===== src/rtl/mc_ctrl_if.sv =====
// Control/status bundle between the multicycle control FSM and the MIPS
// shared-memory datapath. The master side is the controller; the slave side
// is the datapath (IR fields, ALU zero flag, memory handshake).
//
// Handshake: the controller holds mem_read or mem_write high for as long as
// an access is outstanding; the access completes in the cycle where
// mem_ready is also high, and the controller moves on at the next edge.
interface mc_ctrl_if #(
    parameter int CNT_W = 32
);
    // Datapath -> controller
    logic [5:0]       opcode;
    logic [5:0]       funct;
    logic             zero;
    logic             mem_ready;

    // Controller -> datapath
    logic             pc_en;
    logic             iord;
    logic             mem_read;
    logic             mem_write;
    logic             ir_write;
    logic [1:0]       reg_dst;
    logic [1:0]       mem_to_reg;
    logic             reg_write;
    logic             alu_src_a;
    logic [1:0]       alu_src_b;
    logic [1:0]       alu_op;
    logic [1:0]       pc_source;
    logic             illegal;
    logic [3:0]       state;
    logic [CNT_W-1:0] retired;

    modport master (
        input  opcode, funct, zero, mem_ready,
        output pc_en, iord, mem_read, mem_write, ir_write, reg_dst,
               mem_to_reg, reg_write, alu_src_a, alu_src_b, alu_op,
               pc_source, illegal, state, retired
    );

    modport slave (
        output opcode, funct, zero, mem_ready,
        input  pc_en, iord, mem_read, mem_write, ir_write, reg_dst,
               mem_to_reg, reg_write, alu_src_a, alu_src_b, alu_op,
               pc_source, illegal, state, retired
    );
endinterface


===== src/rtl/mc_ctrl.sv =====
// Multicycle MIPS control FSM. Sequences one instruction over 3-5 states
// and drives every datapath mux select. Moore outputs are registered from
// the next-state value so they are glitch-free decodes of the state; only
// pc_en and ir_write (which must react to mem_ready/zero in the same cycle)
// are combinational.
module mc_ctrl #(
    parameter int CNT_W = 32
) (
    input  logic     clk,
    input  logic     reset_n,
    mc_ctrl_if.master bus
);

    typedef enum logic [3:0] {
        S_FETCH    = 4'd0,
        S_DECODE   = 4'd1,
        S_MEM_ADDR = 4'd2,
        S_MEM_RD   = 4'd3,
        S_MEM_WB   = 4'd4,
        S_MEM_WR   = 4'd5,
        S_R_EXEC   = 4'd6,
        S_R_WB     = 4'd7,
        S_BRANCH   = 4'd8,
        S_JUMP     = 4'd9,
        S_I_EXEC   = 4'd10,
        S_I_WB     = 4'd11,
        S_JAL      = 4'd12,
        S_TRAP     = 4'd13
    } state_t;

    localparam logic [5:0] OP_RTYPE = 6'h00;
    localparam logic [5:0] OP_J     = 6'h02;
    localparam logic [5:0] OP_JAL   = 6'h03;
    localparam logic [5:0] OP_BEQ   = 6'h04;
    localparam logic [5:0] OP_BNE   = 6'h05;
    localparam logic [5:0] OP_ADDI  = 6'h08;
    localparam logic [5:0] OP_SLTI  = 6'h0A;
    localparam logic [5:0] OP_ANDI  = 6'h0C;
    localparam logic [5:0] OP_ORI   = 6'h0D;
    localparam logic [5:0] OP_LW    = 6'h23;
    localparam logic [5:0] OP_SW    = 6'h2B;

    state_t           r_state;
    state_t           w_next;
    logic             w_rfunct_ok;
    logic             w_retire;
    logic             w_branch_taken;

    logic             r_iord;
    logic             r_mem_read;
    logic             r_mem_write;
    logic [1:0]       r_reg_dst;
    logic [1:0]       r_mem_to_reg;
    logic             r_reg_write;
    logic             r_alu_src_a;
    logic [1:0]       r_alu_src_b;
    logic [1:0]       r_alu_op;
    logic [1:0]       r_pc_source;
    logic             r_illegal;
    logic [CNT_W-1:0] r_retired;

    // Supported R-type functions: add, sub, and, or, slt.
    assign w_rfunct_ok = (bus.funct == 6'h20) || (bus.funct == 6'h22) ||
                         (bus.funct == 6'h24) || (bus.funct == 6'h25) ||
                         (bus.funct == 6'h2A);

    // beq takes the branch on zero, bne on not-zero.
    assign w_branch_taken = (bus.opcode == OP_BEQ) ? bus.zero :
                            (bus.opcode == OP_BNE) ? ~bus.zero : 1'b0;

    // Next-state selection; every non-trap state is left after a fixed
    // number of cycles except the three memory-wait states.
    always_comb begin
        w_next = S_FETCH;
        case (r_state)
            S_FETCH:    w_next = bus.mem_ready ? S_DECODE : S_FETCH;
            S_DECODE: begin
                if ((bus.opcode == OP_LW) || (bus.opcode == OP_SW))
                    w_next = S_MEM_ADDR;
                else if ((bus.opcode == OP_RTYPE) && w_rfunct_ok)
                    w_next = S_R_EXEC;
                else if ((bus.opcode == OP_BEQ) || (bus.opcode == OP_BNE))
                    w_next = S_BRANCH;
                else if (bus.opcode == OP_J)
                    w_next = S_JUMP;
                else if (bus.opcode == OP_JAL)
                    w_next = S_JAL;
                else if ((bus.opcode == OP_ADDI) || (bus.opcode == OP_ANDI) ||
                         (bus.opcode == OP_ORI)  || (bus.opcode == OP_SLTI))
                    w_next = S_I_EXEC;
                else
                    w_next = S_TRAP;
            end
            S_MEM_ADDR: w_next = (bus.opcode == OP_LW) ? S_MEM_RD : S_MEM_WR;
            S_MEM_RD:   w_next = bus.mem_ready ? S_MEM_WB : S_MEM_RD;
            S_MEM_WB:   w_next = S_FETCH;
            S_MEM_WR:   w_next = bus.mem_ready ? S_FETCH : S_MEM_WR;
            S_R_EXEC:   w_next = S_R_WB;
            S_R_WB:     w_next = S_FETCH;
            S_BRANCH:   w_next = S_FETCH;
            S_JUMP:     w_next = S_FETCH;
            S_I_EXEC:   w_next = S_I_WB;
            S_I_WB:     w_next = S_FETCH;
            S_JAL:      w_next = S_FETCH;
            S_TRAP:     w_next = S_TRAP;
            default:    w_next = S_FETCH;
        endcase
    end

    // An instruction retires on its last cycle; a store's last cycle is the
    // one where memory accepts the write.
    always_comb begin
        w_retire = 1'b0;
        case (r_state)
            S_MEM_WB, S_R_WB, S_BRANCH, S_JUMP, S_I_WB, S_JAL: w_retire = 1'b1;
            S_MEM_WR: w_retire = bus.mem_ready;
            default:  w_retire = 1'b0;
        endcase
    end

    // State register, registered Moore outputs (decoded from the next
    // state) and the retired-instruction counter.
    always_ff @(posedge clk) begin
        if (!reset_n) begin
            r_state      <= S_FETCH;
            r_iord       <= 1'b0;
            r_mem_read   <= 1'b1;
            r_mem_write  <= 1'b0;
            r_reg_dst    <= 2'd0;
            r_mem_to_reg <= 2'd0;
            r_reg_write  <= 1'b0;
            r_alu_src_a  <= 1'b0;
            r_alu_src_b  <= 2'd1;
            r_alu_op     <= 2'b00;
            r_pc_source  <= 2'd0;
            r_illegal    <= 1'b0;
            r_retired    <= '0;
        end else begin
            r_state      <= w_next;
            r_iord       <= 1'b0;
            r_mem_read   <= 1'b0;
            r_mem_write  <= 1'b0;
            r_reg_dst    <= 2'd0;
            r_mem_to_reg <= 2'd0;
            r_reg_write  <= 1'b0;
            r_alu_src_a  <= 1'b0;
            r_alu_src_b  <= 2'd0;
            r_alu_op     <= 2'b00;
            r_pc_source  <= 2'd0;
            r_illegal    <= 1'b0;
            case (w_next)
                S_FETCH: begin
                    r_mem_read  <= 1'b1;
                    r_alu_src_b <= 2'd1;
                end
                S_DECODE: begin
                    r_alu_src_b <= 2'd3;
                end
                S_MEM_ADDR: begin
                    r_alu_src_a <= 1'b1;
                    r_alu_src_b <= 2'd2;
                end
                S_MEM_RD: begin
                    r_iord     <= 1'b1;
                    r_mem_read <= 1'b1;
                end
                S_MEM_WB: begin
                    r_mem_to_reg <= 2'd1;
                    r_reg_write  <= 1'b1;
                end
                S_MEM_WR: begin
                    r_iord      <= 1'b1;
                    r_mem_write <= 1'b1;
                end
                S_R_EXEC: begin
                    r_alu_src_a <= 1'b1;
                    r_alu_op    <= 2'b10;
                end
                S_R_WB: begin
                    r_reg_dst   <= 2'd1;
                    r_reg_write <= 1'b1;
                end
                S_BRANCH: begin
                    r_alu_src_a <= 1'b1;
                    r_alu_op    <= 2'b01;
                    r_pc_source <= 2'd1;
                end
                S_JUMP: begin
                    r_pc_source <= 2'd2;
                end
                S_I_EXEC: begin
                    r_alu_src_a <= 1'b1;
                    r_alu_src_b <= 2'd2;
                    r_alu_op    <= 2'b11;
                end
                S_I_WB: begin
                    r_reg_write <= 1'b1;
                end
                S_JAL: begin
                    r_reg_dst    <= 2'd2;
                    r_mem_to_reg <= 2'd2;
                    r_reg_write  <= 1'b1;
                    r_pc_source  <= 2'd2;
                end
                S_TRAP: begin
                    r_illegal <= 1'b1;
                end
                default: begin
                    r_mem_read <= 1'b0;
                end
            endcase
            if (w_retire)
                r_retired <= r_retired + 1'b1;
        end
    end

    // PC load: fetch completion, taken branch, and both jump forms.
    assign bus.pc_en = ((r_state == S_FETCH) && bus.mem_ready) ||
                       ((r_state == S_BRANCH) && w_branch_taken) ||
                       (r_state == S_JUMP) || (r_state == S_JAL);

    // IR loads when the instruction fetch completes.
    assign bus.ir_write   = (r_state == S_FETCH) && bus.mem_ready;

    assign bus.iord       = r_iord;
    assign bus.mem_read   = r_mem_read;
    assign bus.mem_write  = r_mem_write;
    assign bus.reg_dst    = r_reg_dst;
    assign bus.mem_to_reg = r_mem_to_reg;
    assign bus.reg_write  = r_reg_write;
    assign bus.alu_src_a  = r_alu_src_a;
    assign bus.alu_src_b  = r_alu_src_b;
    assign bus.alu_op     = r_alu_op;
    assign bus.pc_source  = r_pc_source;
    assign bus.illegal    = r_illegal;
    assign bus.state      = r_state;
    assign bus.retired    = r_retired;

endmodule


===== src/flat_wrapper.sv =====
// flat-port wrapper written by rule: the top's interface ports become plain ports
module mc_ctrl_flat 
#(
    parameter int CNT_W = 32
)
  (clk, reset_n, bus_opcode, bus_funct, bus_zero, bus_mem_ready, bus_pc_en, bus_iord, bus_mem_read, bus_mem_write, bus_ir_write, bus_reg_dst, bus_mem_to_reg, bus_reg_write, bus_alu_src_a, bus_alu_src_b, bus_alu_op, bus_pc_source, bus_illegal, bus_state, bus_retired);
  mc_ctrl_if #(.CNT_W(CNT_W)) bus_i ();
  input  logic clk;
  input  logic reset_n;
  input wire logic [$bits(bus_i.opcode)-1:0] bus_opcode;
  input wire logic [$bits(bus_i.funct)-1:0] bus_funct;
  input wire logic [$bits(bus_i.zero)-1:0] bus_zero;
  input wire logic [$bits(bus_i.mem_ready)-1:0] bus_mem_ready;
  output wire logic [$bits(bus_i.pc_en)-1:0] bus_pc_en;
  output wire logic [$bits(bus_i.iord)-1:0] bus_iord;
  output wire logic [$bits(bus_i.mem_read)-1:0] bus_mem_read;
  output wire logic [$bits(bus_i.mem_write)-1:0] bus_mem_write;
  output wire logic [$bits(bus_i.ir_write)-1:0] bus_ir_write;
  output wire logic [$bits(bus_i.reg_dst)-1:0] bus_reg_dst;
  output wire logic [$bits(bus_i.mem_to_reg)-1:0] bus_mem_to_reg;
  output wire logic [$bits(bus_i.reg_write)-1:0] bus_reg_write;
  output wire logic [$bits(bus_i.alu_src_a)-1:0] bus_alu_src_a;
  output wire logic [$bits(bus_i.alu_src_b)-1:0] bus_alu_src_b;
  output wire logic [$bits(bus_i.alu_op)-1:0] bus_alu_op;
  output wire logic [$bits(bus_i.pc_source)-1:0] bus_pc_source;
  output wire logic [$bits(bus_i.illegal)-1:0] bus_illegal;
  output wire logic [$bits(bus_i.state)-1:0] bus_state;
  output wire logic [$bits(bus_i.retired)-1:0] bus_retired;
  assign bus_i.opcode = bus_opcode;
  assign bus_i.funct = bus_funct;
  assign bus_i.zero = bus_zero;
  assign bus_i.mem_ready = bus_mem_ready;
  assign bus_pc_en = bus_i.pc_en;
  assign bus_iord = bus_i.iord;
  assign bus_mem_read = bus_i.mem_read;
  assign bus_mem_write = bus_i.mem_write;
  assign bus_ir_write = bus_i.ir_write;
  assign bus_reg_dst = bus_i.reg_dst;
  assign bus_mem_to_reg = bus_i.mem_to_reg;
  assign bus_reg_write = bus_i.reg_write;
  assign bus_alu_src_a = bus_i.alu_src_a;
  assign bus_alu_src_b = bus_i.alu_src_b;
  assign bus_alu_op = bus_i.alu_op;
  assign bus_pc_source = bus_i.pc_source;
  assign bus_illegal = bus_i.illegal;
  assign bus_state = bus_i.state;
  assign bus_retired = bus_i.retired;
  mc_ctrl #(.CNT_W(CNT_W)) u_core (.clk(clk), .reset_n(reset_n), .bus(bus_i));
endmodule

===== config.mk =====
export PLATFORM = sky130hd
export DESIGN_NAME = mc_ctrl_flat
export DESIGN_NICKNAME = d
export VERILOG_FILES = /design/src/rtl/mc_ctrl_if.sv /design/src/rtl/mc_ctrl.sv /design/src/flat_wrapper.sv
export SDC_FILE = /design/constraint.sdc
export NUM_CORES = 1
export LEC_CHECK = 0
export CAP_MARGIN = 20
export CELL_PAD_IN_SITES_DETAIL_PLACEMENT = 1
export CELL_PAD_IN_SITES_GLOBAL_PLACEMENT = 1
export CORE_MARGIN = 2
export CORE_UTILIZATION = 36
export CTS_BUF_LIST = sky130_fd_sc_hd__clkbuf_16
export DETAILED_ROUTE_END_ITERATION = 8
export GPL_TIMING_DRIVEN = 0
export MAX_ROUTING_LAYER = met4
export PLACE_DENSITY_LB_ADDON = 0.15
export SYNTH_ARGS = -nofsm -noshare
export SYNTH_HDL_FRONTEND = slang
export SYNTH_SLANG_ARGS = --single-unit
export TNS_END_PERCENT = 30

===== constraint.sdc =====
create_clock -name clk -period 2.37 [get_ports clk]
set_clock_uncertainty 0.05 [all_clocks]
set_input_delay 0.474 -clock clk [delete_from_list [all_inputs] [get_ports clk]]
set_output_delay 0.474 -clock clk [all_outputs]
set_load 0.005 [all_outputs]

# Yosys cells after proc, flatten, opt, wreduce, memory -nomap -nowiden
# Cells that the tools add are included.
# word_totals
register_bits	52
inputBits	16
out_inout_bits	54
elab_cells	106
# classes
add_sub_neg	1
n_eq_ne	41
n_mux	25
bitwise_logic	1
n_reduce_logical	25
# op_table
op	n
$eq A4 B4 Y1 const B	12
$eq A6 B6 Y1 const B	7
$add A32 B1 Y32 const B	1
$eq A4 B3 Y1 const B	8
$pmux W4 S8	1
$eq A6 B4 Y1 const B	4
$mux W4	5
$eq A4 B2 Y1 const B	4
$eq A6 B2 Y1 const B	2
$eq A6 B3 Y1 const B	2
$logic_or A1 B1 Y1	12
$mux W3	4
$pmux W2 S2	3
$pmux W2 S3	2
$mux W1	9
$eq A4 B1 Y1 const B	2
$logic_not A4 Y1	2
$reduce_or A2 Y1	4
$reduce_or A4 Y1	2
$logic_not A6 Y1	1
$reduce_or A6 Y1	1
$logic_and A1 B1 Y1	3
$pmux W1 S2	1
$not A1 Y1	1

# Depth between registers and ports, before layout
# Gate-level depths: netlist of run 1.
# logic_depth
ltp_word	14
ltp_mapped	8
depth_no_buf	5

# Least setup slack after synthesis of run 1
# Ideal clock, no wire load.
# synth_path
path_kind	input -> register
startpoint	input bus_opcode[0]
endpoint	register u_core.r_pc_source[1] (netlist: u_core.bus.pc_source[1])
t_arrival_ps	1871
required_time_ps	2240
setup_slack_ps	369
cell_stages	5
n_path_buf	0
path_cell_list	or4b_1 a31o_1 and4_4 a211o_1 a211oi_2
# synth_via
elab_chain_cells	14
elab_cells_between_ends	30
cone_classes	13 x eq/ne; 9 x mux; 8 x reduce/logical
# synth_lines
item	line_no	rtl
from (decl)	flat_wrapper.sv:10	input wire logic [$bits(bus_i.opcode)-1:0] bus_opcode;
$eq A6 B4 Y1	mc_ctrl.sv:88	else if ((bus.opcode == OP_ADDI) || (bus.opcode == OP_ANDI) ||
$logic_or A1 B1 Y1 (2 in a row)	mc_ctrl.sv:88	
$logic_or A1 B1 Y1	mc_ctrl.sv:89	(bus.opcode == OP_ORI) || (bus.opcode == OP_SLTI))
$mux W3	mc_ctrl.sv:88	
$mux W4	mc_ctrl.sv:86	else if (bus.opcode == OP_JAL)
$mux W4	mc_ctrl.sv:84	else if (bus.opcode == OP_J)
$mux W4	mc_ctrl.sv:82	else if ((bus.opcode == OP_BEQ) || (bus.opcode == OP_BNE))
$mux W4	mc_ctrl.sv:80	else if ((bus.opcode == OP_RTYPE) && w_rfunct_ok)
$mux W4	mc_ctrl.sv:78	if ((bus.opcode == OP_LW) || (bus.opcode == OP_SW))
$pmux W4 S8 (*)	mc_ctrl.sv:75	case (r_state)
$eq A4 B4 Y1	mc_ctrl.sv:151	case (w_next)
$reduce_or A2 Y1 (no source line)	--	
$pmux W2 S2 (*)	mc_ctrl.sv:151	
to (signal assigned)	mc_ctrl.sv:149	r_pc_source <= 2'd0;
to (signal assigned)	mc_ctrl.sv:186	r_pc_source <= 2'd1;
to (signal assigned)	mc_ctrl.sv:189	r_pc_source <= 2'd2;
to (decl)	mc_ctrl.sv:58	logic [1:0] r_pc_source;
# Every way passes the cells marked *; elsewhere a longest branch is shown, timed or not.
# A chain may end at the register's enable or synchronous reset.

# Worst setup path in the final report of run 1
# layout_path
startpoint	input bus_opcode[3]
endpoint	register u_core.r_pc_source[1] (netlist: u_core.bus.pc_source[1])
# The elaborated chain is that of the path after synthesis.

==> summary.md, run 1 <==
| Metric | Value |
|---|---|
| Vias per cell | `5.625` |
| Worst IR Drop VDD | `0.3346 mV` |
| DR vias | `2773` |
| Crit-path max FO | `7` |
| Clock buffer depth | `2` |
| Row cnt | `31` |
| Fin crit period | `2329 ps` |
| Initial Util | `0.3684` |
| Final period util | `0.9829` |
| Number of enable flip-flop cells after synthesis | `0` |
| Placed cell count | `471` |
| H-tree Lvls | `2` |
| Commonest non-fill, non-tap cells in the layout | `61 x clkdlybuf4s50_1, 51 x dfxtp_1, 28 x a21oi_1, 20 x nand2_1, 17 x buf_4` |
| Synthesized area per cell | `8.771 um2` |
| Layout Nets | `410` |
| First-pass GRT wire length | `13.57 mm` |
| Clk sinks | `51` |
| Static Leak | `1.240 nW` |
| Relative slew slack | `0.5949` |
| Input/output buffers | `69` |
| Die Wd | `89.92 um` |
| Worst reg2reg path depth | `7` |
| Final ANT Viol Nets | `0` |
| DRT Wirelength | `8.266 mm` |
| Post-route insts no fill | `493` |
| Hold path cells | `2` |
| Status | `finished clean` |
| Fillers | `856` |
| Drt first pass iters | `4` |
| Worst Hold Path EP | `u_core.bus.retired[1]` |
| Hold Crit Start | `u_core.bus.retired[1]` |
| Sequential area share after synthesis | `0.3842` |
| Commonest non-fill, non-tap cell in the layout | `clkdlybuf4s50_1` |
| Synthesized Nets | `320` |
| CTS tree | `done` |
| Flop-to-flop setup slack | `180 ps` |
| DRT iter0 DRCs | `103` |
| Actual slew at the worst max-slew pin | `607.6 ps` |
| Critical Path Start Type | `input port` |
| Pwr per Cell Area | `534.4 nW/um2` |
| Number of global-route vias before repair | `2848` |
| Hpwl dp | `5.841 mm` |
| IO Count | `70` |
| Final slew viol count | `0` |
| Pin count of the biggest net entering global routing | `16` |
| Post-route cell area | `3749 um2` |
| HP Class | `reg2reg` |
| Diodes inserted | `0` |
| Layout area overhead | `41.05%` |
| Cells after Synth | `303` |
| RR Startpoint | `u_core.bus.state[1]` |
| CP arrival | `2490 ps` |
| Die Y | `89.92 um` |
| Max reg flops | `32` |
| Synthesized area | `2658 um2` |
| Post-synthesis sequential element count | `51` |
| Worst hold margin | `443.4 ps` |
| WS Path Type | `in2reg` |
| All-Layer GR Usage | `0.2087` |
| Final Hold Viols | `0` |
| CTS buffer count | `5` |
| Maxcap violations | `0` |
| Avg WL per Cell | `16.77 um` |
| Initial antenna violation count | `0` |
| Reg clk slew, reported paths | `70 ps` |
| Worst Setup End Kind | `flop` |
| Required time worst endpoint | `2530 ps` |
| Final setup violation count | `0` |
| Synth unique cells | `65` |
| Clock root cell | `clkbuf_16` |
| RR Endpoint | `u_core.bus.retired[20]` |
| Share of cells above drive strength 1 | `0.1421` |
| Total grt overflow | `0` |
| Core area | `7214 um2` |
| Max Clk Rate | `429.3 MHz` |
| Cts hold-fix bufs | `0` |
| Tot Pwr | `2.003 mW` |
| GPL Wtd Cong | `0.8350` |
| Die area | `8086 um2` |
| Main flop type after synthesis | `dfxtp_1` |
| Worst-Skew Late Latency | `290 ps` |
| Post-synthesis async set-or-reset flop share | `0` |
| Placement-stage cell area | `3472 um2` |
| Synth Warn # | `0` |
| Remaining DRCs | `0` |
==> layout make-up <==
class,count,area [um2],share of cell area
multi-input cells,228,1577,0.4206
flip-flops and latches,51,1021,0.2724
repair buffers,83,770.7,0.2056
clock buffers,5,125.1,0.03338
well taps,99,123.9,0.03304
plain buffers,15,82.58,0.02203
inverters,9,33.78,0.009012
clock inverters,3,15.01,0.004005
==> report_power, final <==
part           switching [mW]  leakage [nW]  internal (mW)
Clock                   0.318        0.0649          0.385
Combinational           0.211         0.763          0.184
Sequential             0.0174         0.412          0.888
Total                   0.547          1.24           1.46
==> Yosys cell counts, types with 2 or more instances <==
library cell	number	area, um2
dfxtp_1	51	1021
a21oi_1	28	140.1
nand2_1	20	75.07
nand3_1	15	75.07
o31ai_1	15	112.6
or4_1	15	112.6
nor2_1	12	45.04
o21ai_0	12	60.06
nand4_1	10	62.56
nand2b_1	9	56.30
inv_1	8	30.03
or3_1	8	50.05
clkbuf_1	7	26.28
nor3_1	7	35.03
and4_1	6	52.55
and3_1	4	25.02
mux2i_1	4	40.04
buf_2	3	15.01
buf_4	3	22.52
nor4_1	3	18.77
o22ai_1	3	18.77
xnor2_1	3	26.28
xor2_1	3	26.28
a211o_1	2	17.52
a31oi_1	2	12.51
a32oi_1	2	17.52
and2_1	2	12.51
nand2_2	2	12.51
nand3_2	2	20.02
nand3b_1	2	15.01
nor3b_1	2	15.01
o211ai_1	2	15.01
o22a_1	2	17.52
o311ai_0	2	17.52
o41ai_1	2	17.52
==> worst max path at each step <==
stage,start,end,slack (ps)
after floorplan,bus_opcode[0],u_core.bus.pc_source[1],370
after global placement,bus_opcode[3],bus_pc_en,-550
after global routing,bus_opcode[3],u_core.bus.pc_source[1],-20
after CTS,bus_opcode[4],u_core.bus.pc_source[1],20
final,bus_opcode[3],u_core.bus.pc_source[1],40
after detailed placement,bus_opcode[3],bus_pc_en,-600
==> metrics by stage <==
stage	setup TNS, ps	utilization	worst slack, ps
6_report	0	0.5196	40.56
5_1_grt	-19.56	0.5196	-19.56
4_1_cts	0	0.5151	16.09
3_5_place_dp	-10750	0.4813	-597.8
3_3_place_gp	-9788	0.4813	-551.1
2_1_floorplan	0	-	369.2
==> timing repair <==
item,CTS,global route
endpoints found under the setup margin,15,25
hold endpoints to repair,0,0
resized for setup,19,13
buffers inserted,13,2
pin swaps,2,7
==> critical path, stage by stage <==
cell	delay, ps
buf_2	140
nor3_2	210
nand3b_1	180
buf_4	180
buf_4	120
buf_4	120
buf_4	120
buf_4	120
buf_4	140
and4_4	170
a211o_1	280
a211oi_2	220
==> kinds of logic (layout without fill, tap and decap cells) <==
family	Yosys count	after routing	share of synthesized area
adders and majority gates	1	1	0.004707
buffers and inverters	24	115	0.04237
AOI/OAI and AO/OA	89	89	0.2401
and+or+nand+nor	128	128	0.2938
DFF	51	51	0.3842
xor gates and xnor gates	6	6	0.01978
muxes	4	4	0.01507
==> layer usage <==
metal	global-route usage	routed length (um)	share of wire	vias up
li1	-	-	-	1354
met1	0.2268	3510	0.42	1336
met2	0.3788	4255	0.51	67
met3	0.03856	335	0.041	16
met4	0.07949	165	0.020	0
met5	-	0	0	-
No activity file was read; power rests on OpenSTA's default activity.
==> inputs of run 2 (changes only) <==
Settings changed: PLACE_DENSITY_LB_ADDON 0.15 to 0.1.
==> run 2 against run 1 <==
Effect of this change:
- first-iteration DRC count shrank 43%
- die area is the same
- sequential cell count is the same
- largest cell class unchanged
- fmax shrank 0.23%
- worst setup slack lost 5.3 ps
- register-to-register slack gained 50 ps
- core utilization grew 0.45 points
==> summary.md, run 2 (synthesis gave the netlist of run 1 again) <==
| Metric | Value |
|---|---|
| Initial Util | `0.3684 (unchanged)` |
| Commonest non-fill, non-tap cells in the layout | `61 x clkdlybuf4s50_1, 51 x dfxtp_1, 28 x a21oi_1, 20 x buf_4, 19 x nand2_1` |
| Clk sinks | `51 (unchanged)` |
| Buf+Inv Stages, Crit Path | `8 (+1)` |
| Relative slew slack | `0.6401 (+0.04520)` |
| Final Hold Viols | `0 (unchanged)` |
| Final period util | `0.9851 (+0.002256)` |
| Maxcap violations | `0 (unchanged)` |
| HP Class | `reg2reg` |
| CP max stage cell | `dlygate4sd2_1` |
| Die Y | `89.92 um (unchanged)` |
| WS Path Type | `in2reg` |
| Input/output buffers | `69 (unchanged)` |
| Final setup violation count | `0 (unchanged)` |
| Row cnt | `31 (unchanged)` |
| IO Count | `70 (unchanged)` |
| First-pass GRT wire length | `13.52 mm (-0.41%)` |
| Tot Pwr | `2.013 mW (+0.49%)` |
| CTS tree | `done` |
| Layout Nets | `413 (+0.73%)` |
| Actual slew at the worst max-slew pin | `539.8 ps (-67.80 ps)` |
| Drt first pass iters | `4 (unchanged)` |
| Critical Path Start Type | `input port` |
| Max incr delay on CP | `290 ps (about the same)` |
| GPL Wtd Cong | `0.8332 (-0.22%)` |
| Max reg flops | `32 (unchanged)` |
| Total grt overflow | `0 (unchanged)` |
| Static Leak | `1.268 nW (+2.3%)` |
| All-Layer GR Usage | `0.2068 (-0.001941)` |
| Crit-path max FO | `6 (-1)` |
| Worst hold margin | `440.5 ps (-2.885 ps)` |
| Die Wd | `89.92 um (unchanged)` |
| Layout area overhead | `42.28%` |
| Avg WL per Cell | `16.95 um (+1.1%)` |
| Most used cell, CP | `buf_4` |
| DRT Wirelength | `8.407 mm (+1.7%)` |
| Pwr per Cell Area | `532.4 nW/um2 (-0.37%)` |
| CP arrival | `2440 ps (-50 ps)` |
| Share of cells above drive strength 1 | `0.1511 (+0.009002)` |
| Diodes inserted | `0 (unchanged)` |
| Required time worst endpoint | `2470 ps (-60 ps)` |
| Initial antenna violation count | `0 (unchanged)` |
| Worst Setup End Kind | `flop` |
| Pin count of the biggest net entering global routing | `16 (unchanged)` |
| Worst IR Drop VDD | `0.3985 mV (+19%)` |
| Fin util | `0.5241 (+0.004509)` |
| Final ANT Viol Nets | `0 (unchanged)` |
| Fin crit period | `2335 ps (+5.347 ps)` |
| Fillers | `874 (+2.1%)` |
| Remaining DRCs | `0 (unchanged)` |
| Reg clk slew, reported paths | `70 ps (about the same)` |
| Hpwl dp | `5.805 mm (-0.62%)` |
| Vias per cell | `5.623 (about the same)` |
| Core area | `7214 um2 (unchanged)` |
| Clock root cell | `clkbuf_16` |
| Die area | `8086 um2 (unchanged)` |
| CTS buffer count | `5 (unchanged)` |
| DRT iter0 DRCs | `59 (-43%)` |
| Critical path, cell by cell | `dlygate4sd2_1 > nand3b_1 > buf_4 > buf_4 > buf_4 > buf_4 > buf_4 > buf_4 > buf_4 > and4_4 > o211ai_4 > o32ai_1` |
| Max Clk Rate | `428.3 MHz (-0.23%)` |
| Final slew viol count | `0 (unchanged)` |
| Worst-Skew Late Latency | `290 ps (about the same)` |
| Top cell family by delay on the critical path | `buffers and inverters` |
| Clock buffer depth | `2 (unchanged)` |
| Commonest non-fill, non-tap cell in the layout | `clkdlybuf4s50_1` |
| DR vias | `2789 (+0.58%)` |
| Status | `finished clean` |
| H-tree Lvls | `2 (unchanged)` |
| Number of global-route vias before repair | `2752 (-3.4%)` |
==> run 2: final timing paths <==
check | startpoint | endpoint | slack [ps] | cells after the start
setup / recovery | bus_opcode[1] | u_core.bus.reg_write | 40 | 12
hold / removal | u_core.bus.retired[31] | u_core.bus.retired[31] | 440 | 2
setup reg to reg | u_core.bus.state[1] | u_core.bus.retired[22] | 230 | 7
hold reg to reg | u_core.bus.retired[31] | u_core.bus.retired[31] | 440 | 2
==> run 2: worst min-delay path: stages, from the launching register on <==
cell	delay (ps)
dfxtp_1	330
o31ai_1	70
a21oi_1	50
==> run 2: timing repair <==
action / in CTS / in global routing
resized for setup: 19 / 14
gates cloned: 0 / 0
hold endpoints to repair: 0 / 0
setup buffers: 13 / 4
hold buffers: 0 / 0
setup endpoints to repair: 16 / 28
pin swaps: 3 / 6
==> run 2: area by class of cell <==
| cell class | instances | area (um2) | area share |
|---|---|---|---|
| Inverter | 9 | 33.78 | 0.008934 |
| Timing Repair Buffer | 86 | 797.0 | 0.2108 |
| Clock buffer | 5 | 125.1 | 0.03309 |
| Multi-Input combinational cell | 228 | 1579 | 0.4176 |
| Sequential cell | 51 | 1021 | 0.2700 |
| Buffer | 15 | 85.08 | 0.02250 |
| Tap cell | 99 | 123.9 | 0.03276 |
| Clock inverter | 3 | 16.27 | 0.004302 |
==> run 2: report_power, final <==
| part | switching [mW] | leakage (nW) | total [mW] | internal (mW) |
|---|---|---|---|---|
| clock | 0.318 | 0.0710 | 0.704 | 0.386 |
| sequential | 0.0173 | 0.412 | 0.905 | 0.888 |
| combinational | 0.216 | 0.785 | 0.404 | 0.188 |
| total | 0.551 | 1.27 | 2.01 | 1.46 |
==> run 2: per-layer routing <==
metal	part of all wire	wire length, um	vias up	track usage
li1	-	-	1369	-
met1	0.44	3702	1357	0.2410
met2	0.51	4312	54	0.3706
met3	0.034	290	9	0.03521
met4	0.012	101	0	0.05256
met5	0	0	-	-
==> run 2: through the flow <==
stage	worst slack, ps	setup TNS, ps	std cells	instance area [um2]
CTS	3.982	0	492	3710
global placement	-544.2	-10270	471	3472
floorplan	369.2	0	303	2658
detailed placement	-617.5	-11200	471	3472
global route	-15.24	-35.05	496	3781
finish	35.21	0	496	3781
